[config.mk]
export PLATFORM = sky130hd
export DESIGN_NAME = attack_bar_sweep_flat
export DESIGN_NICKNAME = d
export VERILOG_FILES = /design/src/rtl/attack_bar_pkg.sv /design/src/rtl/attack_bar_sweep_if.sv /design/src/rtl/attack_bar_sweep_rect_hit.sv /design/src/rtl/attack_bar_sweep.sv /design/src/flat_wrapper.sv
export SDC_FILE = /design/constraint.sdc
export NUM_CORES = 1
export LEC_CHECK = 0
export CORE_AREA = 2 2 88 90
export CTS_BUF_LIST = sky130_fd_sc_hd__clkbuf_2
export CTS_CLUSTER_SIZE = 14
export DETAILED_ROUTE_END_ITERATION = 8
export DIE_AREA = 0 0 90 92
export PLACE_DENSITY = 0.77
export SLEW_MARGIN = 30
export SYNTH_ARGS = -nofsm -noshare
export SYNTH_HDL_FRONTEND = slang
export SYNTH_SLANG_ARGS = --single-unit
[constraint.sdc]
create_clock -name clk_in -period 4.4 [get_ports clk_in]
set_input_delay 1.32 -clock clk_in [delete_from_list [all_inputs] [get_ports clk_in]]
set_output_delay 1.32 -clock clk_in [all_outputs]
set_load 0.005 [all_outputs]
[src/rtl/attack_bar_pkg.sv]
// Shared types and constants for the attack bar sprite: FSM states, default colours,
// offset/distance widths and the distance helper.
package attack_bar_pkg;

    typedef enum logic [1:0] {
        ST_IDLE  = 2'd0,
        ST_SWEEP = 2'd1,
        ST_HOLD  = 2'd2
    } state_t;

    localparam int          OFF_W            = 11;
    localparam int          DIST_W           = 11;
    localparam logic [11:0] DEF_BAR_COLOR    = 12'hFFF;
    localparam logic [11:0] DEF_CURSOR_COLOR = 12'h000;

    function automatic logic [11:0] abs_diff12(input logic [11:0] a, input logic [11:0] b);
        return (a >= b) ? (a - b) : (b - a);
    endfunction

endpackage

[src/rtl/attack_bar_sweep_if.sv]
// Video-position, control and result signals of the attack bar sprite.
// master drives positions and controls; slave is the sprite itself.
interface attack_bar_sweep_if;
    logic [10:0] x_in;
    logic [9:0]  y_in;
    logic [10:0] hcount_in;
    logic [9:0]  vcount_in;
    logic        new_frame_in;
    logic        start_in;
    logic        press_in;
    logic [11:0] pixel_out;
    logic        in_sprite_out;
    logic        busy_out;
    logic        done_out;
    logic        miss_out;
    logic [10:0] dist_out;

    modport master (
        output x_in, y_in, hcount_in, vcount_in, new_frame_in, start_in, press_in,
        input  pixel_out, in_sprite_out, busy_out, done_out, miss_out, dist_out
    );

    modport slave (
        input  x_in, y_in, hcount_in, vcount_in, new_frame_in, start_in, press_in,
        output pixel_out, in_sprite_out, busy_out, done_out, miss_out, dist_out
    );
endinterface

[src/rtl/attack_bar_sweep_rect_hit.sv]
// Combinational point-in-rectangle test over [x, x+W) x [y, y+H).
// One guard bit on each axis keeps the far edge from wrapping.
module rect_hit #(
    parameter int W = 256,
    parameter int H = 64
) (
    input  logic [11:0] i_x,
    input  logic [10:0] i_y,
    input  logic [11:0] i_h,
    input  logic [10:0] i_v,
    output logic        o_hit
);
    logic [12:0] w_x_end;
    logic [11:0] w_y_end;

    assign w_x_end = {1'b0, i_x} + 13'(W);
    assign w_y_end = {1'b0, i_y} + 12'(H);

    assign o_hit = (i_h >= i_x) && ({1'b0, i_h} < w_x_end)
                && (i_v >= i_y) && ({1'b0, i_v} < w_y_end);
endmodule

[src/rtl/attack_bar_sweep.sv]
// Attack bar sprite: a cursor sweeps across the bar once per frame until pressed or missed.
// Optional: define ATTACK_BAR_BLINK_EN to blink the frozen cursor every 4 frames in HOLD.
//
// state | meaning
// IDLE  | bar drawn, cursor hidden, waiting for start
// SWEEP | cursor advances STEP pixels per frame, press or edge ends the sweep
// HOLD  | result latched, cursor frozen for HOLD_FRAMES frames
module attack_bar_sweep
    import attack_bar_pkg::*;
#(
    parameter int          WIDTH        = 256,
    parameter int          HEIGHT       = 64,
    parameter int          CURSOR_W     = 8,
    parameter int          STEP         = 4,
    parameter int          HOLD_FRAMES  = 30,
    parameter logic [11:0] BAR_COLOR    = DEF_BAR_COLOR,
    parameter logic [11:0] CURSOR_COLOR = DEF_CURSOR_COLOR
) (
    input  logic clk_in,
    input  logic rst_in,
    attack_bar_sweep_if.slave bus
);
    localparam int               HC_W    = $clog2(HOLD_FRAMES + 1);
    localparam logic [OFF_W-1:0] MAX_OFF = OFF_W'(WIDTH - CURSOR_W);
    localparam logic [HC_W-1:0]  HC_LOAD = HC_W'(HOLD_FRAMES - 1);

    state_t              r_state;
    state_t              w_state_nxt;
    logic [OFF_W-1:0]    r_off;
    logic [HC_W-1:0]     r_hold_cnt;
    logic [11:0]         r_pixel;
    logic                r_in_sprite;
    logic                r_done;
    logic                r_miss;
    logic [DIST_W-1:0]   r_dist;

    logic                w_bar_hit;
    logic                w_cur_hit;
    logic                w_enter_hold;
    logic                w_cursor_vis;
    logic [OFF_W-1:0]    w_off_adv;
    logic [DIST_W-1:0]   w_dist_hit;
    logic [11:0]         w_pixel_nxt;
    logic [11:0]         w_cur_x;

    assign w_cur_x = {1'b0, bus.x_in} + {1'b0, r_off};

    rect_hit #(.W(WIDTH), .H(HEIGHT)) u_bar_hit (
        .i_x   ({1'b0, bus.x_in}),
        .i_y   ({1'b0, bus.y_in}),
        .i_h   ({1'b0, bus.hcount_in}),
        .i_v   ({1'b0, bus.vcount_in}),
        .o_hit (w_bar_hit)
    );

    rect_hit #(.W(CURSOR_W), .H(HEIGHT)) u_cur_hit (
        .i_x   (w_cur_x),
        .i_y   ({1'b0, bus.y_in}),
        .i_h   ({1'b0, bus.hcount_in}),
        .i_v   ({1'b0, bus.vcount_in}),
        .o_hit (w_cur_hit)
    );

    always_ff @(posedge clk_in or negedge rst_in) begin
        if (!rst_in) r_state <= ST_IDLE;
        else         r_state <= w_state_nxt;
    end

    always_comb begin
        w_state_nxt = r_state;
        case (r_state)
            ST_IDLE:  if (bus.start_in) w_state_nxt = ST_SWEEP;
            ST_SWEEP: begin
                if (bus.press_in)                                 w_state_nxt = ST_HOLD;
                else if (bus.new_frame_in && (r_off == MAX_OFF))  w_state_nxt = ST_HOLD;
            end
            ST_HOLD:  if (bus.new_frame_in && (r_hold_cnt == '0)) w_state_nxt = ST_IDLE;
            default:  w_state_nxt = ST_IDLE;
        endcase
    end

    always_comb begin
        w_enter_hold = (r_state == ST_SWEEP) && (w_state_nxt == ST_HOLD);
        w_off_adv    = (r_off > MAX_OFF - OFF_W'(STEP)) ? MAX_OFF : r_off + OFF_W'(STEP);
        w_dist_hit   = DIST_W'(abs_diff12({1'b0, r_off} + 12'(CURSOR_W / 2), 12'(WIDTH / 2)));
        w_cursor_vis = (r_state != ST_IDLE);
`ifdef ATTACK_BAR_BLINK_EN
        // Elapsed HOLD frames; cursor shown for frames 0-3, hidden 4-7, and so on.
        if ((r_state == ST_HOLD) && ((32'(HC_LOAD) - 32'(r_hold_cnt)) & 32'd4) != 32'd0)
            w_cursor_vis = 1'b0;
`endif
        if (w_cur_hit && w_cursor_vis) w_pixel_nxt = CURSOR_COLOR;
        else if (w_bar_hit)            w_pixel_nxt = BAR_COLOR;
        else                           w_pixel_nxt = 12'h000;
    end

    always_ff @(posedge clk_in or negedge rst_in) begin
        if (!rst_in) begin
            r_off       <= '0;
            r_hold_cnt  <= '0;
            r_pixel     <= '0;
            r_in_sprite <= 1'b0;
            r_done      <= 1'b0;
            r_miss      <= 1'b0;
            r_dist      <= '0;
        end else begin
            r_pixel     <= w_pixel_nxt;
            r_in_sprite <= w_bar_hit;
            r_done      <= w_enter_hold;
            case (r_state)
                ST_IDLE: if (bus.start_in) begin
                    r_off  <= '0;
                    r_miss <= 1'b0;
                    r_dist <= '0;
                end
                ST_SWEEP: begin
                    // A press freezes the cursor where it was seen, even on a frame pulse.
                    if (bus.press_in) begin
                        r_dist <= w_dist_hit;
                        r_miss <= 1'b0;
                    end else if (bus.new_frame_in) begin
                        if (r_off == MAX_OFF) begin
                            r_miss <= 1'b1;
                            r_dist <= '0;
                        end else begin
                            r_off <= w_off_adv;
                        end
                    end
                    if (w_enter_hold) r_hold_cnt <= HC_LOAD;
                end
                ST_HOLD: if (bus.new_frame_in && (r_hold_cnt != '0)) r_hold_cnt <= r_hold_cnt - 1'b1;
                default: ;
            endcase
        end
    end

    assign bus.pixel_out     = r_pixel;
    assign bus.in_sprite_out = r_in_sprite;
    assign bus.busy_out      = (r_state != ST_IDLE);
    assign bus.done_out      = r_done;
    assign bus.miss_out      = r_miss;
    assign bus.dist_out      = r_dist;
endmodule

[src/flat_wrapper.sv]
// flat-port wrapper written by rule: the top's interface ports become plain ports
module attack_bar_sweep_flat import attack_bar_pkg::*;
#(
    parameter int          WIDTH        = 256,
    parameter int          HEIGHT       = 64,
    parameter int          CURSOR_W     = 8,
    parameter int          STEP         = 4,
    parameter int          HOLD_FRAMES  = 30,
    parameter logic [11:0] BAR_COLOR    = DEF_BAR_COLOR,
    parameter logic [11:0] CURSOR_COLOR = DEF_CURSOR_COLOR
)
  (clk_in, rst_in, bus_x_in, bus_y_in, bus_hcount_in, bus_vcount_in, bus_new_frame_in, bus_start_in, bus_press_in, bus_pixel_out, bus_in_sprite_out, bus_busy_out, bus_done_out, bus_miss_out, bus_dist_out);
  attack_bar_sweep_if bus_i ();
  input  logic clk_in;
  input  logic rst_in;
  input wire logic [$bits(bus_i.x_in)-1:0] bus_x_in;
  input wire logic [$bits(bus_i.y_in)-1:0] bus_y_in;
  input wire logic [$bits(bus_i.hcount_in)-1:0] bus_hcount_in;
  input wire logic [$bits(bus_i.vcount_in)-1:0] bus_vcount_in;
  input wire logic [$bits(bus_i.new_frame_in)-1:0] bus_new_frame_in;
  input wire logic [$bits(bus_i.start_in)-1:0] bus_start_in;
  input wire logic [$bits(bus_i.press_in)-1:0] bus_press_in;
  output wire logic [$bits(bus_i.pixel_out)-1:0] bus_pixel_out;
  output wire logic [$bits(bus_i.in_sprite_out)-1:0] bus_in_sprite_out;
  output wire logic [$bits(bus_i.busy_out)-1:0] bus_busy_out;
  output wire logic [$bits(bus_i.done_out)-1:0] bus_done_out;
  output wire logic [$bits(bus_i.miss_out)-1:0] bus_miss_out;
  output wire logic [$bits(bus_i.dist_out)-1:0] bus_dist_out;
  assign bus_i.x_in = bus_x_in;
  assign bus_i.y_in = bus_y_in;
  assign bus_i.hcount_in = bus_hcount_in;
  assign bus_i.vcount_in = bus_vcount_in;
  assign bus_i.new_frame_in = bus_new_frame_in;
  assign bus_i.start_in = bus_start_in;
  assign bus_i.press_in = bus_press_in;
  assign bus_pixel_out = bus_i.pixel_out;
  assign bus_in_sprite_out = bus_i.in_sprite_out;
  assign bus_busy_out = bus_i.busy_out;
  assign bus_done_out = bus_i.done_out;
  assign bus_miss_out = bus_i.miss_out;
  assign bus_dist_out = bus_i.dist_out;
  attack_bar_sweep #(.WIDTH(WIDTH), .HEIGHT(HEIGHT), .CURSOR_W(CURSOR_W), .STEP(STEP), .HOLD_FRAMES(HOLD_FRAMES), .BAR_COLOR(BAR_COLOR), .CURSOR_COLOR(CURSOR_COLOR)) u_core (.clk_in(clk_in), .rst_in(rst_in), .bus(bus_i));
endmodule
* Yosys cells after proc, flatten, opt, wreduce, memory -nomap -nowiden *
Index checks and enable logic that the tools add are counted.

storage, ports and cells
  input bits = 47
  word-level logic and storage cells = 83
  memories = 0
  memory bits (writable) = 0
  bits in read-only memories = 0
  latch bits = 0
  output and inout port bits = 27
  flip-flop bits (word level) = 44

cells by class
  $lt $le $gt $ge = 8
  mux-type cells = 26
  shift-type cells = 0
  bitwise logic cells = 0
  multiply operators = 0
  divide/modulo/power cells = 0
  reductions and logical operators = 20
  eq/ne operators = 12
  add/subtract/negate cells = 9

operator list
  operator               number
  $mux 11                9
  $pmux 11 s2            2
  $lt 11x13->1           2
  $mux 12                2
  $add 12x4->13 const B  1
  $add 11x11->12         1
  $add 11x3->12 const B  1
  $add 11x9->12 const B  1
  $ge 11x12->1           1
  $ge 12x8->1 const B    1
  $add 10x7->11 const B  1
  $add 11x3->11 const B  1
  $eq 11x8->1 const B    1
  $ge 11x11->1           1
  $gt 11x8->1 const B    1
  $logic_and 1x1->1      11
  $lt 10x11->1           1
  $sub 11x8->11 const B  1
  $sub 8x11->11 const A  1
  $ge 10x10->1           1
  $mux 5                 2
  $pmux 5 s2             1
  $mux 2                 4
  $ne 2x2->1 const B     4
  15 further kinds       23

* Depth between registers and ports, before layout *
  depth in word-level cells = 9
  depth in mapped cells = 14
  depth with buffers taken out = 14

* By module *
A second synthesis with hierarchy kept.

second synthesis, totals
  cell total of the unflattened synthesis = 515
  area total of the unflattened synthesis = 4347.9 µm²

modules (own cells, without submodules)
  module                        area an instance (µm²)  cells each  seq. area each (µm²)  times used
  attack_bar_sweep              2184.6                  244         775.7                 1
  rect_hit at u_core.u_cur_hit  1173.6                  145         0.0                   1
  rect_hit at u_core.u_bar_hit  989.7                   126         0.0                   1

* Worst setup path after synthesis *
Ideal clock, no wire load.

  path type = input-to-reg
  from = in bus_x_in[3]
  to = reg u_core.r_pixel[10], in the netlist u_core.bus.pixel_out[10]
  path slack = 0.284 ns
  cell stages on the path = 14
  arrival = 3.977 ns
  setup time = 0.139 ns
  data required time = 4.261 ns
  cell sequence = ha_1 -> a21oi_1 -> o21bai_1 -> a21oi_1 -> xor2_1 -> nor3_1 -> xor2_1 -> ha_1 -> nand2_1 -> nor2_1 -> a2111oi_0 -> a21oi_1 -> a2111oi_0 -> a211oi_1

between the ends
  word-level cells in the longest chain between the ends = 8

RTL lines
  element                         line                             RTL
  from (decl)                     flat_wrapper.sv:16               input wire logic [$bits(bus_i.x_in)-1:0] bus_x_in;
  $add 11x11->12                  attack_bar_sweep.sv:46           assign w_cur_x = {1'b0, bus.x_in} + {1'b0, r_off};
  $add 12x4->13                   attack_bar_sweep_rect_hit.sv:16  assign w_x_end = {1'b0, i_x} + 13'(W);
  $lt 11x13->1                    attack_bar_sweep_rect_hit.sv:19  assign o_hit = (i_h >= i_x) && ({1'b0, i_h} < w_x_end)
  $logic_and 1x1->1               attack_bar_sweep_rect_hit.sv:19
  $logic_and 1x1->1 (2 in a row)  attack_bar_sweep_rect_hit.sv:20  && (i_v >= i_y) && ({1'b0, i_v} < w_y_end);
  $logic_and 1x1->1               attack_bar_sweep.sv:92           if (w_cur_hit && w_cursor_vis) w_pixel_nxt = CURSOR_COLOR;
  $mux 12 *                       attack_bar_sweep.sv:92
  to (signal assigned)            attack_bar_sweep.sv:107          r_pixel <= w_pixel_nxt;
  to (decl)                       attack_bar_sweep.sv:31           logic [11:0] r_pixel;

Mark *: on every way between the ends. The rest lies on a longest branch, timed or not.
A chain may end at the register's enable or synchronous reset.

* Worst setup path in the final report *
Ends and elaborated chain as after synthesis.

==> results.sh <==
export IMPL_synth_seq_cells=31
export IMPL_place_congestion=0.886
export IMPL_grt_max_degree=32
export IMPL_layoutNonFillerInstCount=606
export IMPL_grtUsageTotal_pct=20.1
export IMPL_clock_sinks=31
export IMPL_cpMaxStageDelayCell="clkdlybuf4s50_1"
export IMPL_io_buffers=73
export IMPL_rrSetupSlack_ns=1.01
export IMPL_r2r_start="u_core.r_off[2]"
export IMPL_worst_ep_arrival_time_ns=4.46
export IMPL_wl_microns=8070
export IMPL_endpoint_kind="register"
export IMPL_core_area_sq_mm=0.00745
export IMPL_overflow=0
export IMPL_hold_path_end="u_core.bus.dist_out[4]"
export IMPL_crit_family="compound AO/OA/AOI/OAI gates"
export IMPL_ant_nets=0
export IMPL_p_leak_nw=2.10
export IMPL_yosysTopAreaCell="ha_1"
export IMPL_seq_area_sq_um=776
export IMPL_timing_setup_tns_ns=0
export IMPL_grt_pass1_vias=3226
export IMPL_period_share_pct=95.3
export IMPL_ys_flop_type="dfrtp_1"
export IMPL_die_area_sq_mm=0.00828
export IMPL_cts_buffer_depth=2
export IMPL_reg2reg_to="u_core.bus.pixel_out[10]"
export IMPL_cp_startpoint="bus_x_in[3]"
export IMPL_required_ns=4.67
export IMPL_synth_edf_count=0
export IMPL_clk_pin_slew_ns=0.16
export IMPL_htreeDepth=2
export IMPL_cts_tree="done"
export IMPL_cts_root_buf="clkbuf_2"
export IMPL_status="finished clean"
export IMPL_final_hold_viol_count=0
export IMPL_skew_ns=0.0126
export IMPL_tightest_slew_ns=0.554
export IMPL_area_growth_pct=27.1
export IMPL_synth_async_reset_ratio_pct=100
export IMPL_power_density_mw_per_mm2=294
export IMPL_total_power_mw=1.33
export IMPL_worstSetupPathType="input port to register"
export IMPL_synthCells=417
export IMPL_synth_most_common_cell="ha_1"
export IMPL_period_minus_slack_ns=4.19
export IMPL_synth_area_sq_mm=0.00356
export IMPL_syn_num_nets=533
export IMPL_multiInputGateArea_sq_mm=0.00252
export IMPL_hold_depth=2
export IMPL_remaining_drc_errors=0
export IMPL_via_per_inst=5.44
export IMPL_crit_buf_inv=3
export IMPL_crit_chain="clkdlybuf4s50_1, ha_1, a21oi_2, buf_4, o2111ai_1, xor2_1, inv_1, nor3_1, xor2_1, ha_1, nand2_1, nor2_1, a2111oi_1, a21oi_1, a2111oi_2, a211oi_1"
export IMPL_routedWlPerCell_microns=13.3
export IMPL_fill_cells=684
export IMPL_slew_viol_final=0
export IMPL_synth_area_top_cells="ha_1 (24%), dfrtp_1 (22%), xor2_1 (4.7%)"
export IMPL_min_delay_start="u_core.bus.dist_out[4]"
export IMPL_num_antenna_cells=0
export IMPL_fin_util_pct=60.7
export IMPL_pin_count=74
export IMPL_worstSkewPairLatency_ns=0.38
export IMPL_hp_class="register to register"
export IMPL_max_stage_delay_ns=0.43
export IMPL_first_pass_iters=4
export IMPL_seq_area_frac_synth_pct=21.8
export IMPL_finalNetCount=619
export IMPL_initial_core_util_pct=47.7
export IMPL_grt_pass1_wl_microns=14100
export IMPL_synth_commonest_cells="ha_1 (69), inv_1 (44), nand2_1 (32)"
export IMPL_dp_cells=597
export IMPL_crit_path_start_kind="input port"
export IMPL_die_h_microns=92
export IMPL_postCtsHoldBufs=0
export IMPL_reg2reg_depth=15
export IMPL_maxCapViolCount=0
export IMPL_rsz0062_at_grt="false"
export IMPL_synth_top_area_share_pct=24.3
export IMPL_drt_iter0_drc=116
export IMPL_cts_buffers=5
export IMPL_synthDistinctLibCells=65
export IMPL_synth_area_per_cell_sq_um=8.53
export IMPL_die_w_microns=90
export IMPL_slew_headroom_pct=62.7
export IMPL_antenna_found_initial=0
export IMPL_setup_violations=0
export IMPL_max_freq_ghz=0.238
export IMPL_yosys_warnings=0
export IMPL_rows=32
export IMPL_critPathMaxFanout=3
export IMPL_hpwl_microns=6710
export IMPL_ir_drop_mv=0.238
export IMPL_vias=3297
export IMPL_drive_gt1_share_pct=8.53
placed cells by master, fill, tap and decap left out, types with 7 or more instances in the layout:
cell             instances
dfrtp_1                 31
buf_4                   21
clkdlybuf4s50_1         73
xor2_1                  19
xnor2_1                 12
nor2_1                  20
o21ai_0                 29
inv_1                   44
ha_1                    69
nand3_1                 13
nor3_1                   9
nand2_1                 32
a21oi_1                 22
nand2b_1                 7
cell type report:
| class | instances | area share (%) |
|---|---|---|
| clock buffer | 6 | 0.665 |
| clock inverter | 2 | 0.166 |
| inverter | 46 | 3.82 |
| multi-input combinational | 325 | 55.7 |
| sequential | 31 | 17.2 |
| tap | 102 | 2.82 |
| timing repair buffer | 94 | 19.7 |
logic make-up after synthesis:
group | Yosys count | share of synthesized area [%]
buf+inv | 61 | 7.74
xor+xnor | 32 | 8.09
mux | 2 | 0.598
flops | 31 | 21.8
simple gates | 118 | 17.5
compound gates | 104 | 20.0
fa+ha+maj | 69 | 24.3
routing by layer:
layer	up-vias	global-route usage (%)	wire length, microns
met4	0	3.85	53
met2	81	36.9	3960
met3	7	3.37	395
met5	-	0	0
li1	1662	-	-
met1	1547	25.0	3660
sequential cells by signal (all words and copies together) (netlist names):
register / flops
u_core.bus.miss_out: 1
u_core.bus.dist_out: 11
u_core.bus.done_out: 1
u_core.bus.in_sprite_out: 1
u_core.r_state: 2
u_core.bus.pixel_out: 1
u_core.r_hold_cnt: 5
u_core.r_off: 9
worst min-delay path: stages (launching register included):
cell and delay (ns):
dfrtp_1 0.38, nand2_1 0.04, o21ai_0 0.06
how the worst max path moves through the flow:
| stage | to | slack, ns | cells after the start |
|---|---|---|---|
| after floorplan | u_core.bus.pixel_out[10] | 0.28 | 14 |
| final | u_core.bus.pixel_out[10] | 0.21 | 16 |
| after global placement | u_core.bus.pixel_out[10] | -0.28 | 16 |
| after CTS | u_core.bus.pixel_out[10] | 0.08 | 15 |
| after global routing | u_core.bus.pixel_out[10] | 0.02 | 13 |
| after detailed placement | u_core.bus.pixel_out[10] | -0.35 | 15 |
stage by stage:
stage	area [sq um]	worst slack, ns	hold slack [ns]
floorplan	3560	0.284	0.473
global placement	4460	-0.276	0.461
detailed placement	4460	-0.346	0.470
CTS	4500	0.0750	0.502
global route	4520	0.0180	0.533
finish	4520	0.207	0.497
what timing repair did:
item / CTS / global route
endpoints found under the setup margin: 0 / 1
buffers inserted: 0 / 1
gates resized for setup: 0 / 4
where the power goes:
group | switching, mW | internal, mW | total, mW
sequential | 0.0490 | 0.337 | 0.386
clock | 0.0984 | 0.0382 | 0.137
combinational | 0.423 | 0.381 | 0.804
Power figures use the tool's default switching activity.
